===== src/rtl/uart_pkg.sv =====
// Shared UART definitions: parity modes, frame FSM encoding, parameter legality.
package uart_pkg;

  localparam int PARITY_NONE = 0;
  localparam int PARITY_ODD  = 1;
  localparam int PARITY_EVEN = 2;

  typedef enum logic [2:0] {
    ST_IDLE,
    ST_START,
    ST_DATA,
    ST_PARITY,
    ST_STOP
  } uart_state_e;

  function automatic bit uart_legal_data_bits(input int n);
    return (n >= 5) && (n <= 9);
  endfunction

  function automatic bit uart_legal_parity(input int m);
    return (m >= PARITY_NONE) && (m <= PARITY_EVEN);
  endfunction

  function automatic bit uart_legal_stop_bits(input int n);
    return (n >= 1) && (n <= 2);
  endfunction

  function automatic bit uart_legal_clk_per_bit(input int n);
    return n >= 2;
  endfunction

endpackage


===== src/rtl/uart_bit_timer.sv =====
// Bit-period timer: counts CLK_PER_BIT cycles, flags the last and next-to-last cycle of each bit.
module uart_bit_timer #(
  parameter int CLK_PER_BIT = 8
) (
  input  logic clk,
  input  logic rst,
  input  logic restart_i,
  output logic bit_end_o,
  output logic pre_end_o
);

  localparam int CW = $clog2(CLK_PER_BIT);

  logic [CW-1:0] cnt_q, cnt_d;

  // The counter never holds more than CLK_PER_BIT-1, so CW bits suffice even at 2^n.
  assign bit_end_o = (cnt_q == CW'(CLK_PER_BIT - 1));
  assign pre_end_o = (cnt_q == CW'(CLK_PER_BIT - 2));

  always_comb begin
    cnt_d = cnt_q + 1'b1;
    if (restart_i || bit_end_o) cnt_d = '0;
  end

  always_ff @(posedge clk) begin
    if (rst) cnt_q <= '0;
    else     cnt_q <= cnt_d;
  end

endmodule


===== src/rtl/uart_tx_frame.sv =====
// UART transmitter: one-entry holding register feeding a start/data/parity/stop serialiser.
module uart_tx_frame
  import uart_pkg::*;
#(
  parameter int DATA_BITS   = 8,
  parameter int PARITY_MODE = 0,
  parameter int STOP_BITS   = 1,
  parameter int CLK_PER_BIT = 8
) (
  input  logic                 clk,
  input  logic                 rst,
  input  logic [DATA_BITS-1:0] data,
  input  logic                 data_valid,
  output logic                 data_ready,
  output logic                 busy,
  output logic                 done,
  output logic                 serial
);

  localparam int BW = $clog2(DATA_BITS + 1);

  if (!uart_legal_data_bits(DATA_BITS)) begin : g_bad_data_bits
    $error("uart_tx_frame: DATA_BITS must be 5..9");
  end
  if (!uart_legal_parity(PARITY_MODE)) begin : g_bad_parity
    $error("uart_tx_frame: PARITY_MODE must be 0..2");
  end
  if (!uart_legal_stop_bits(STOP_BITS)) begin : g_bad_stop_bits
    $error("uart_tx_frame: STOP_BITS must be 1..2");
  end
  if (!uart_legal_clk_per_bit(CLK_PER_BIT)) begin : g_bad_clk_per_bit
    $error("uart_tx_frame: CLK_PER_BIT must be >= 2");
  end

  uart_state_e          state_q;
  logic [DATA_BITS-1:0] hold_q, shift_q;
  logic                 hold_full_q, hold_full_d, ready_q;
  logic [BW-1:0]        bit_cnt_q;
  logic                 stop_idx_q, par_q;
  logic                 serial_q, busy_q, done_q;
  logic                 bit_end, pre_end, last_stop, accept, load;

  assign accept    = data_valid && ready_q;
  assign last_stop = (STOP_BITS == 1) || stop_idx_q;
  // Hand the queued word to the shifter from idle, or straight off the final stop cycle.
  assign load      = hold_full_q &&
                     ((state_q == ST_IDLE) || ((state_q == ST_STOP) && bit_end && last_stop));

  uart_bit_timer #(.CLK_PER_BIT(CLK_PER_BIT)) u_timer (
    .clk       (clk),
    .rst       (rst),
    .restart_i (state_q == ST_IDLE),
    .bit_end_o (bit_end),
    .pre_end_o (pre_end)
  );

  always_comb begin
    hold_full_d = hold_full_q;
    if (accept)    hold_full_d = 1'b1;
    else if (load) hold_full_d = 1'b0;
  end

  always_ff @(posedge clk) begin
    if (rst) begin
      hold_q      <= '0;
      hold_full_q <= 1'b0;
      ready_q     <= 1'b0;
    end else begin
      if (accept) hold_q <= data;
      hold_full_q <= hold_full_d;
      ready_q     <= !hold_full_d;
    end
  end

  always_ff @(posedge clk) begin
    if (rst) begin
      state_q    <= ST_IDLE;
      shift_q    <= '0;
      bit_cnt_q  <= '0;
      stop_idx_q <= 1'b0;
      par_q      <= 1'b0;
      serial_q   <= 1'b1;
      busy_q     <= 1'b0;
      done_q     <= 1'b0;
    end else begin
      // Registered, so raise it one cycle ahead of the final stop cycle.
      done_q <= (state_q == ST_STOP) && last_stop && pre_end;
      if (load) begin
        shift_q  <= hold_q;
        par_q    <= (^hold_q) ^ (PARITY_MODE == PARITY_ODD);
        state_q  <= ST_START;
        serial_q <= 1'b0;
        busy_q   <= 1'b1;
      end else begin
        case (state_q)
          ST_IDLE: begin
            serial_q <= 1'b1;
            busy_q   <= 1'b0;
          end
          ST_START: if (bit_end) begin
            state_q   <= ST_DATA;
            serial_q  <= shift_q[0];
            shift_q   <= shift_q >> 1;
            bit_cnt_q <= BW'(1);
          end
          ST_DATA: if (bit_end) begin
            if (bit_cnt_q == BW'(DATA_BITS)) begin
              stop_idx_q <= 1'b0;
              if (PARITY_MODE != PARITY_NONE) begin
                state_q  <= ST_PARITY;
                serial_q <= par_q;
              end else begin
                state_q  <= ST_STOP;
                serial_q <= 1'b1;
              end
            end else begin
              serial_q  <= shift_q[0];
              shift_q   <= shift_q >> 1;
              bit_cnt_q <= bit_cnt_q + 1'b1;
            end
          end
          ST_PARITY: if (bit_end) begin
            state_q    <= ST_STOP;
            serial_q   <= 1'b1;
            stop_idx_q <= 1'b0;
          end
          ST_STOP: if (bit_end) begin
            if (last_stop) begin
              state_q  <= ST_IDLE;
              serial_q <= 1'b1;
              busy_q   <= 1'b0;
            end else begin
              stop_idx_q <= 1'b1;
            end
          end
          default: state_q <= ST_IDLE;
        endcase
      end
    end
  end

  assign data_ready = ready_q;
  assign busy       = busy_q;
  assign done       = done_q;
  assign serial     = serial_q;

endmodule


===== config.mk =====
export PLATFORM = sky130hd
export DESIGN_NAME = uart_tx_frame
export DESIGN_NICKNAME = d
export VERILOG_FILES = /design/src/rtl/uart_pkg.sv /design/src/rtl/uart_bit_timer.sv /design/src/rtl/uart_tx_frame.sv
export SDC_FILE = /design/constraint.sdc
export NUM_CORES = 1
export LEC_CHECK = 0
export BUFFER_PORTS_ARGS = -buffer_cell sky130_fd_sc_hd__buf_2
export CORE_UTILIZATION = 40
export CTS_BUF_LIST = sky130_fd_sc_hd__clkbuf_4
export CTS_CLUSTER_SIZE = 24
export DETAILED_ROUTE_END_ITERATION = 8
export GPL_ROUTABILITY_DRIVEN = 1
export GPL_TIMING_DRIVEN = 0
export HOLD_SLACK_MARGIN = 0.1
export PLACE_DENSITY_LB_ADDON = 0.2
export SLEW_MARGIN = 20
export SYNTH_ARGS = -nofsm -noshare
export SYNTH_HDL_FRONTEND = slang
export SYNTH_SLANG_ARGS = --single-unit
export TNS_END_PERCENT = 1

===== constraint.sdc =====
create_clock -name clk -period 1.79 [get_ports clk]
set_clock_uncertainty 0.05 [all_clocks]
set_input_delay 0.2685 -clock clk [delete_from_list [all_inputs] [get_ports clk]]
set_output_delay 0.2685 -clock clk [all_outputs]
set_load 0.01 [all_outputs]

* Word-level counts from Yosys, hierarchy flattened
Cells that the tools add are included.
** Operators by class
- Bitwise gates (word level) :: 2
- Mux-type cells :: 27
- Add/subtract/negate cells :: 2
- Equal/unequal tests :: 21
- Reductions and logical operators :: 21
** Operators with widths (count)
- 2-to-1 mux 8 bit :: 4
- != test 3 bit, second input constant :: 6
- case mux 8 bit (2 select lines) :: 1
- 2-to-1 mux 3 bit :: 5
- case mux 3 bit (5 select lines) :: 1
- != test 2 bit, second input constant :: 7
- 2-to-1 mux 4 bit :: 3
- AND reduction 6 bit :: 2
- 2-to-1 mux 1 bit :: 10
- == test 3 bit, second input constant :: 3
- case mux 4 bit (2 select lines) :: 1
- AND reduction 4 bit :: 2
- == test 3 x 2 -> 1 bit, second input constant :: 2
- nonzero test 3 bit :: 2
- OR reduction 2 bit :: 3
- AND reduction 5 bit :: 1
- nonzero test 5 bit :: 1
- adder 4 x 1 -> 4 bit, second input constant :: 1
- == test 4 bit, second input constant :: 1
- logical AND 1 bit :: 4
- case mux 1 bit (4 select lines) :: 1
- adder 3 x 1 -> 3 bit, second input constant :: 1
- == test 3 x 1 -> 1 bit, second input constant :: 1
- logical NOT 3 bit :: 1
- other kinds (7) :: 9
** Storage, ports and cells
- Flip-flop bits (word level) :: 31
- Bits of input ports :: 11
- Output and inout port bits :: 4
- Logic and storage cells :: 84

* Logic depth before layout (Yosys ltp)
Gate-level depths: netlist of the first run.
- Depth in word-level cells :: 7
- Depth in mapped cells :: 7
- Gate-level depth less buffers :: 6

* By module
Synthesis of the first run repeated with hierarchy kept, for this count alone.
** Second synthesis, totals
- Cells, all modules :: 157
- Area total of the unflattened synthesis :: 1343.8 um2
** Modules (own cells, without submodules)
- uart_tx_frame :: instances 1, cells an instance 146, area an instance 1208.7 um2, seq. area each 560.5 um2
- uart_bit_timer :: instances 1, cells an instance 11, area an instance 135.1 um2, seq. area each 60.1 um2

* Worst setup path after synthesis of the first run
No wires, ideal clock.
- Path type :: reg2reg
- Start :: register u_timer.cnt_q[0]
- End :: register bit_cnt_q[2]
- Arrival time :: 1.481 ns
- Stages on the path, launching flop included :: 8
- Data required time :: 1.649 ns
- Buffers on the path :: 1
- Setup slack :: 0.168 ns
- Clock period less this slack :: 1.622 ns
- Library setup time :: 0.091 ns
- Cell sequence :: dfxtp_1 > ha_1 > ha_1 > clkbuf_1 > nand2_1 > nor4_2 > a21oi_1 > a311oi_1
** Between the ends
- Longest elaborated chain between the ends :: 6
- Elaborated cells between the ends (all ways) :: 8
- Those cells by class :: eq/ne (3); bitwise (1); reduce/logical (4)
** RTL lines
- start: declaration :: RTL line uart_bit_timer.sv:14 : logic [CW-1:0] cnt_q, cnt_d;
- start signal: assignment :: RTL line uart_bit_timer.sv:27 : else cnt_q <= cnt_d;
- == test 3 bit (*) :: RTL line uart_bit_timer.sv:17 : assign bit_end_o = (cnt_q == CW'(CLK_PER_BIT - 1));
- logical AND 1 bit :: RTL line uart_tx_frame.sv:47 : ((state_q == ST_IDLE) || ((state_q == ST_STOP) && bit_end && last_stop));
- logical OR 1 bit :: RTL line uart_tx_frame.sv:47
- logical AND 1 bit :: RTL line uart_tx_frame.sv:46 : assign load = hold_full_q &&
- inverter 1 bit (no line)
- AND reduction 5 bit (no line) (*)
- end signal: assignment :: RTL line uart_tx_frame.sv:119 : bit_cnt_q <= bit_cnt_q + 1'b1;
- end: declaration :: RTL line uart_tx_frame.sv:38 : logic [BW-1:0] bit_cnt_q;
Every way passes the cells marked *; elsewhere a longest branch is shown, timed or not.
A chain may end at the register's enable or synchronous reset.

* Worst setup path in the final report of the first run
- Start :: register u_timer.cnt_q[0]
- End :: register shift_q[2]
** Between the ends
- Longest elaborated chain between the ends :: 6
- Elaborated cells between the ends (all ways) :: 10
- Those cells by class :: eq/ne (4); mux (1); reduce/logical (5)
** RTL lines
- == test 3 bit (*) :: RTL line uart_bit_timer.sv:17
- logical AND 1 bit :: RTL line uart_tx_frame.sv:47
- logical OR 1 bit :: RTL line uart_tx_frame.sv:47
- logical AND 1 bit :: RTL line uart_tx_frame.sv:46
- != test 3 bit (no line) / nonzero test 3 bit (equally long branches)
- AND reduction 4 bit (no line)
- end signal: assignment :: RTL line uart_tx_frame.sv:89 : shift_q <= hold_q;
- end signal: assignment :: RTL line uart_tx_frame.sv:103 : shift_q <= shift_q >> 1;
- end signal: assignment :: RTL line uart_tx_frame.sv:118 : shift_q <= shift_q >> 1;
- end: declaration :: RTL line uart_tx_frame.sv:36 : logic [DATA_BITS-1:0] hold_q, shift_q;
Marked as above.

==> results.toml, run 1 <==
[outcome]
outcome = "finished, final reports clean"

[critical_path]
end_kind = "flip-flop"
start_kind = "flip-flop"
worstPathRequired_ns = 1.95
worstPathMaxFanout = 10
arrival_ns = 1.82
reg2reg_depth = 7
worstSetupPathType = "reg -> reg"

[pwr]
power_density_nw_per_um2 = 755
power.share.clock_pct = 33.7
peakVddDrop_mv = 0.492
pwr-share-seq_pct = 58.2
switching_share_pct = 25.9
internal_power_uw = 919
leakagePower_nw = 0.614
comb_power_share_pct = 8.2
p_sw_uw = 321

[sta]
hold_viol = 0
rsz0062_at_grt = "no"
setup_viol = 0
setup_ws_ns = 0.130
post-route-period-util_pct = 92.7
slew_headroom_pct = 63.0
tightest_slew_ns = 0.555
tns_ns = 0
max_freq_mhz = 603
fin_crit_ns = 1.66
final_max_slew_viol_count = 0

[place]
gp_congestion = 0.854
post-place-ws_ns = -0.138
numPortBuffers = 13
placed_cell_area_um2 = 1490
dp_hpwl_um = 2040

[clock_tree]
htree_levels = 2
cts_sinks = 31
clk_pin_slew_ns = 0.10
root_buffer = "clkbuf_4"
cts_buffer_depth = 2
cts_tree = "done"
insertion_delay_ns = 0.34
cts_buffers = 5

[logic_synthesis]
synthMuxAreaShare_pct = 0
ys_seq_area_share_pct = 45.5
synth.area.top_cells = "dfxtp_1 45%, nand2_1 8.2%, a21oi_1 8.1%, ha_1 4.6%, nor2_1 4.1%"
avgSynthCellArea_um2 = 8.32
yosys.area_share.simple_pct = 24.3
syn-num-nets = 180
ys.flop_type = "dfxtp_1"
synth_compound_area_share_pct = 19.6
yosys.area.top_type_share_pct = 45.5
async_flop_share_pct = 0
postSynthCellCount = 164
synth.distinct_cells = 41
synth_top_family_by_area = "simple AND/OR/NAND/NOR gates"
synth_warnings = 0
synth_area_um2 = 1370
synth_top_area_cell = "dfxtp_1"
yosys_register_bits = 31
synth_edf_count = 0
synth_fa_ha_area_share_pct = 4.58
synth_xor_area_share_pct = 0.642

[floorplan]
initial_utilization_pct = 43.3
core-area_um2 = 3150
dieArea_um2 = 3650
die_h_um = 60.4
io_pins = 15
die_w_um = 60.4
row_count = 20

[layout]
syn2layout_area_growth_pct = 20.3
final_area_um2 = 1640
fill_cells = 342
fin_nets = 205
antennaDiodeCount = 0
final_layout_size_suffix_gt1_share_pct = 21.1
utilization_pct = 52.1

[grt]
grt-ovfl-total = 0
grt_pass1_wl_um = 5140
grtUsageTotal_pct = 19.5
antenna_found_initial = 0
grt_pass1_vias = 1164
grt_max_degree = 11

[drt]
finalWirelength_um = 2980
num_vias = 1217
first_pass_iters = 4
drc = 0
ant_nets = 0
routedWlPerCell_um = 12.7
vias_per_cell = 5.20
drt_iter0_markers = 20

[hold_path]
min_delay_path_depth = 3
hold_path.class = "in -> reg"

[run]
drv_cap = 0
==> registers in the layout (all words and copies together) (netlist names) <==
| signal | count |
|---|---|
| hold_q | 8 |
| state_q | 3 |
| u_timer.cnt_q | 3 |
| done | 1 |
| busy | 1 |
| serial | 1 |
| hold_full_q | 1 |
| data_ready | 1 |
| shift_q | 8 |
| bit_cnt_q | 4 |
==> cell usage after synthesis (2+ instances only) <==
cell type	number
a211oi_2	2
o21ai_0	3
a22oi_1	4
a21oi_1	22
nand3_1	7
nor2_1	15
ha_1	5
a211oi_1	3
nor3_1	2
inv_1	6
dfxtp_1	31
clkbuf_1	5
buf_2	2
nand2_1	30
==> cell families after synthesis <==
kind of cell               count (synthesis)
AOI/OAI and AO/OA                         42
DFF                                       31
adders and majority gates                  5
buffers and inverters                     16
xor gates and xnor gates                   1
and+or+nand+nor                           69
==> final timing paths <==
path / from / endpoint / slack (ns)
max reg2reg: u_timer.cnt_q[0] / shift_q[2] / 0.13
min reg2reg: u_timer.cnt_q[0] / u_timer.cnt_q[0] / 0.37
min: data[2] / hold_q[2] / 0.11
max: u_timer.cnt_q[0] / shift_q[2] / 0.13
==> metal layers <==
metal  global-route usage (%)  up-vias  share of wire (%)
met4                     10.1        0                1.8
met5                        0        -                  0
met1                     23.6      570                 47
li1                         -      621                  -
met2                     31.4       20                 47
met3                     5.76        6                3.5
==> stage by stage <==
| stage | hold slack (ns) | power (mW) | instances |
|---|---|---|---|
| 6_report | 0.112 | 1.24 | 234 |
| 4_1_cts | 0.104 | 1.25 | 233 |
| 5_1_grt | 0.103 | 1.31 | 234 |
| 2_1_floorplan | 0.354 | 0.797 | 164 |
| 3_5_place_dp | 0.390 | 0.829 | 221 |
| 3_3_place_gp | 0.380 | 0.826 | 221 |
==> worst max-delay path, stage by stage, from the launching register on <==
cell and delay, ns:
dfxtp_2 0.34, ha_1 0.19, ha_2 0.19, nand2b_4 0.16, and3_4 0.19, buf_6 0.14, a22oi_1 0.18, a21oi_1 0.10
==> cell type report <==
type,count,area [um^2],share of cell area (%)
multi-input combinational,117,708,43.1
sequential,31,622,37.9
timing repair buffer,18,113,6.86
buffer,10,63.8,3.89
tap,44,55.1,3.35
clock buffer,6,45.0,2.74
inverter,6,22.5,1.37
clock inverter,2,12.5,0.762
==> power groups by stage <==
stage / Sequential (mW) / Clock [mW] / Combinational, mW
after CTS: 0.721 / 0.432 / 0.0993
final: 0.721 / 0.418 / 0.101
after floorplan: 0.736 / 0 / 0.0606
after global routing: 0.724 / 0.467 / 0.114
after detailed placement: 0.737 / 0 / 0.0920
after global placement: 0.736 / 0 / 0.0900
==> placed cells by master, fill, tap and decap left out, drive strengths merged, types with 2 or more instances in the layout <==
cell type and n:
a211oi 5, a21oi 22, a22oi 4, buf 20
clkbuf 10, dfxtp 31, dlygate4sd3 4, ha 5
inv 6, nand2 30, nand3 7, nor2 16
nor3 2, o21ai 4, or2 2
==> what timing repair did <==
| item | CTS | global route |
|---|---|---|
| resized for setup | 3 | 14 |
| hold buffers | 4 | 0 |
| pin swaps | 0 | 3 |
| endpoints found under the hold margin | 4 | 0 |
| buffers inserted | 0 | 1 |
| setup endpoints to repair | 9 | 12 |
Power figures use the tool's default switching activity.
==> run 2: changes to the inputs <==
BUFFER_PORTS_ARGS = not set   (was -buffer_cell sky130_fd_sc_hd__buf_2)
DONT_BUFFER_PORTS = 1   (was not set)
==> results.toml, run 2 (synthesis results as in run 1) <==
[layout]
final_layout_size_suffix_gt1_share_pct = 13.3
utilization_pct = 51.1
regArea_um2 = 621
top_regs = "hold_q x8, shift_q x8, bit_cnt_q x4"
final_area_um2 = 1610
fin_nets = 195
multiInputGateArea_um2 = 717
final_common_cell = "dfxtp_1"
final_cell_mix = "31 x dfxtp_1, 30 x nand2_1, 21 x a21oi_1"
syn2layout_area_growth_pct = 18.0
antennaDiodeCount = 0
instances_no_fill = 224
fill_cells = 325

[outcome]
outcome = "finished, final reports clean"

[critical_path]
worstPathMaxFanout = 10
cp.buffers_inverters = 1
cp_common_cell = "ha_1"
arrival_ns = 1.85
end_kind = "flip-flop"
crit_chain = "ha_1 > ha_1 > nand2b_4 > and3_1 > buf_6 > a22oi_2 > a21oi_1"
r2r_setup_slack_ns = 0.1
worstSetupPathType = "reg -> reg"
start_kind = "flip-flop"
cpMaxStageDelayCell = "dfxtp_1"
critPathMaxStageDelay_ns = 0.33
critical-path-top-delay-family = "adder cells"
worstPathRequired_ns = 1.95

[place]
dp_hpwl_um = 1990
numPortBuffers = 0
place_inst = 208
gp_congestion = 0.814
post-place-ws_ns = -0.143
placed_cell_area_um2 = 1420

[clock_tree]
cts_tree = "done"
htree_levels = 2
cts_setup_buffers = 0
insertion_delay_ns = 0.33
clk_pin_slew_ns = 0.11
cts_buffers = 5
cts_buffer_depth = 2
cts_sinks = 31
root_buffer = "clkbuf_4"

[drt]
first_pass_iters = 6
routedWlPerCell_um = 13.1
finalWirelength_um = 2940
num_vias = 1179
drc = 0
vias_per_cell = 5.26
drt_iter0_markers = 51
ant_nets = 0

[sta]
setup_ws_ns = 0.0964
max_freq_mhz = 590
setup_viol = 0
fin_crit_ns = 1.69
post-route-period-util_pct = 94.6
slew_headroom_pct = 62.9
final_max_slew_viol_count = 0
tightest_slew_ns = 0.557
hold_viol = 0
rsz0062_at_grt = "yes"

[grt]
grtUsageTotal_pct = 19.1
grt_pass1_vias = 1129
grt_max_degree = 11
grt-ovfl-total = 0
grt_pass1_wl_um = 5110
antenna_found_initial = 0

[run]
drv_cap = 0

[floorplan]
core-area_um2 = 3150
die_h_um = 60.4
die_w_um = 60.4
io_pins = 15
dieArea_um2 = 3650
row_count = 20
initial_utilization_pct = 43.3

[pwr]
peakVddDrop_mv = 0.446
p_total_mw = 1.21
leakagePower_nw = 0.574
power_density_nw_per_um2 = 754

[hold_path]
hold_path.class = "in -> reg"
==> run 2: what timing repair did <==
action / 4_1_cts / 5_1_grt
hold buffers: 8 / 0
endpoints found under the setup margin: 7 / 12
hold endpoints to repair: 8 / 0
gates resized for setup: 2 / 16
==> run 2: power breakdown <==
part | switching (mW) | internal, mW
logic | 0.0557 | 0.0395
registers | 0.0147 | 0.710
clock network | 0.251 | 0.144
==> run 2: routing by layer <==
layer	up-vias	part of all wire (%)	routed length (um)	GRT usage (%)
met4	0	1.6	46	7.14
met1	550	48	1400	23.6
met2	23	47	1390	31.6
met3	5	3.4	101	5.76
met5	-	0	0	0
li1	601	-	-	-
==> run 2: path summary, 6_finish.rpt <==
| path | from | end | cells past startpoint |
|---|---|---|---|
| hold / removal | data_valid | hold_q[5] | 3 |
| setup / recovery | u_timer.cnt_q[0] | shift_q[3] | 7 |
| setup reg to reg | u_timer.cnt_q[0] | shift_q[3] | 7 |
| hold reg to reg | u_timer.cnt_q[0] | u_timer.cnt_q[0] | 1 |
==> run 2: through the flow <==
stage	hold slack [ns]	TNS, ns
after detailed placement	0.362	-0.353
after CTS	0.234	0
final	0.241	0
after floorplan	0.354	0
after global placement	0.357	-0.0822
after global routing	0.261	-0.0115
==> run 2: worst min-delay path, cell delays in order <==
cell	delay (ns)
nand2_1	0.15
nand2_1	0.12
a21oi_1	0.05
==> run 2: layout make-up <==
class,count,share of cell area (%)
Sequential cell,31,38.5
Tap cell,44,3.42
Timing Repair Buffer,8,4.97
Clock buffer,5,2.33
Multi-Input combinational cell,117,44.5
Clock inverter,3,0.932
Inverter,6,1.40
Buffer,10,3.89
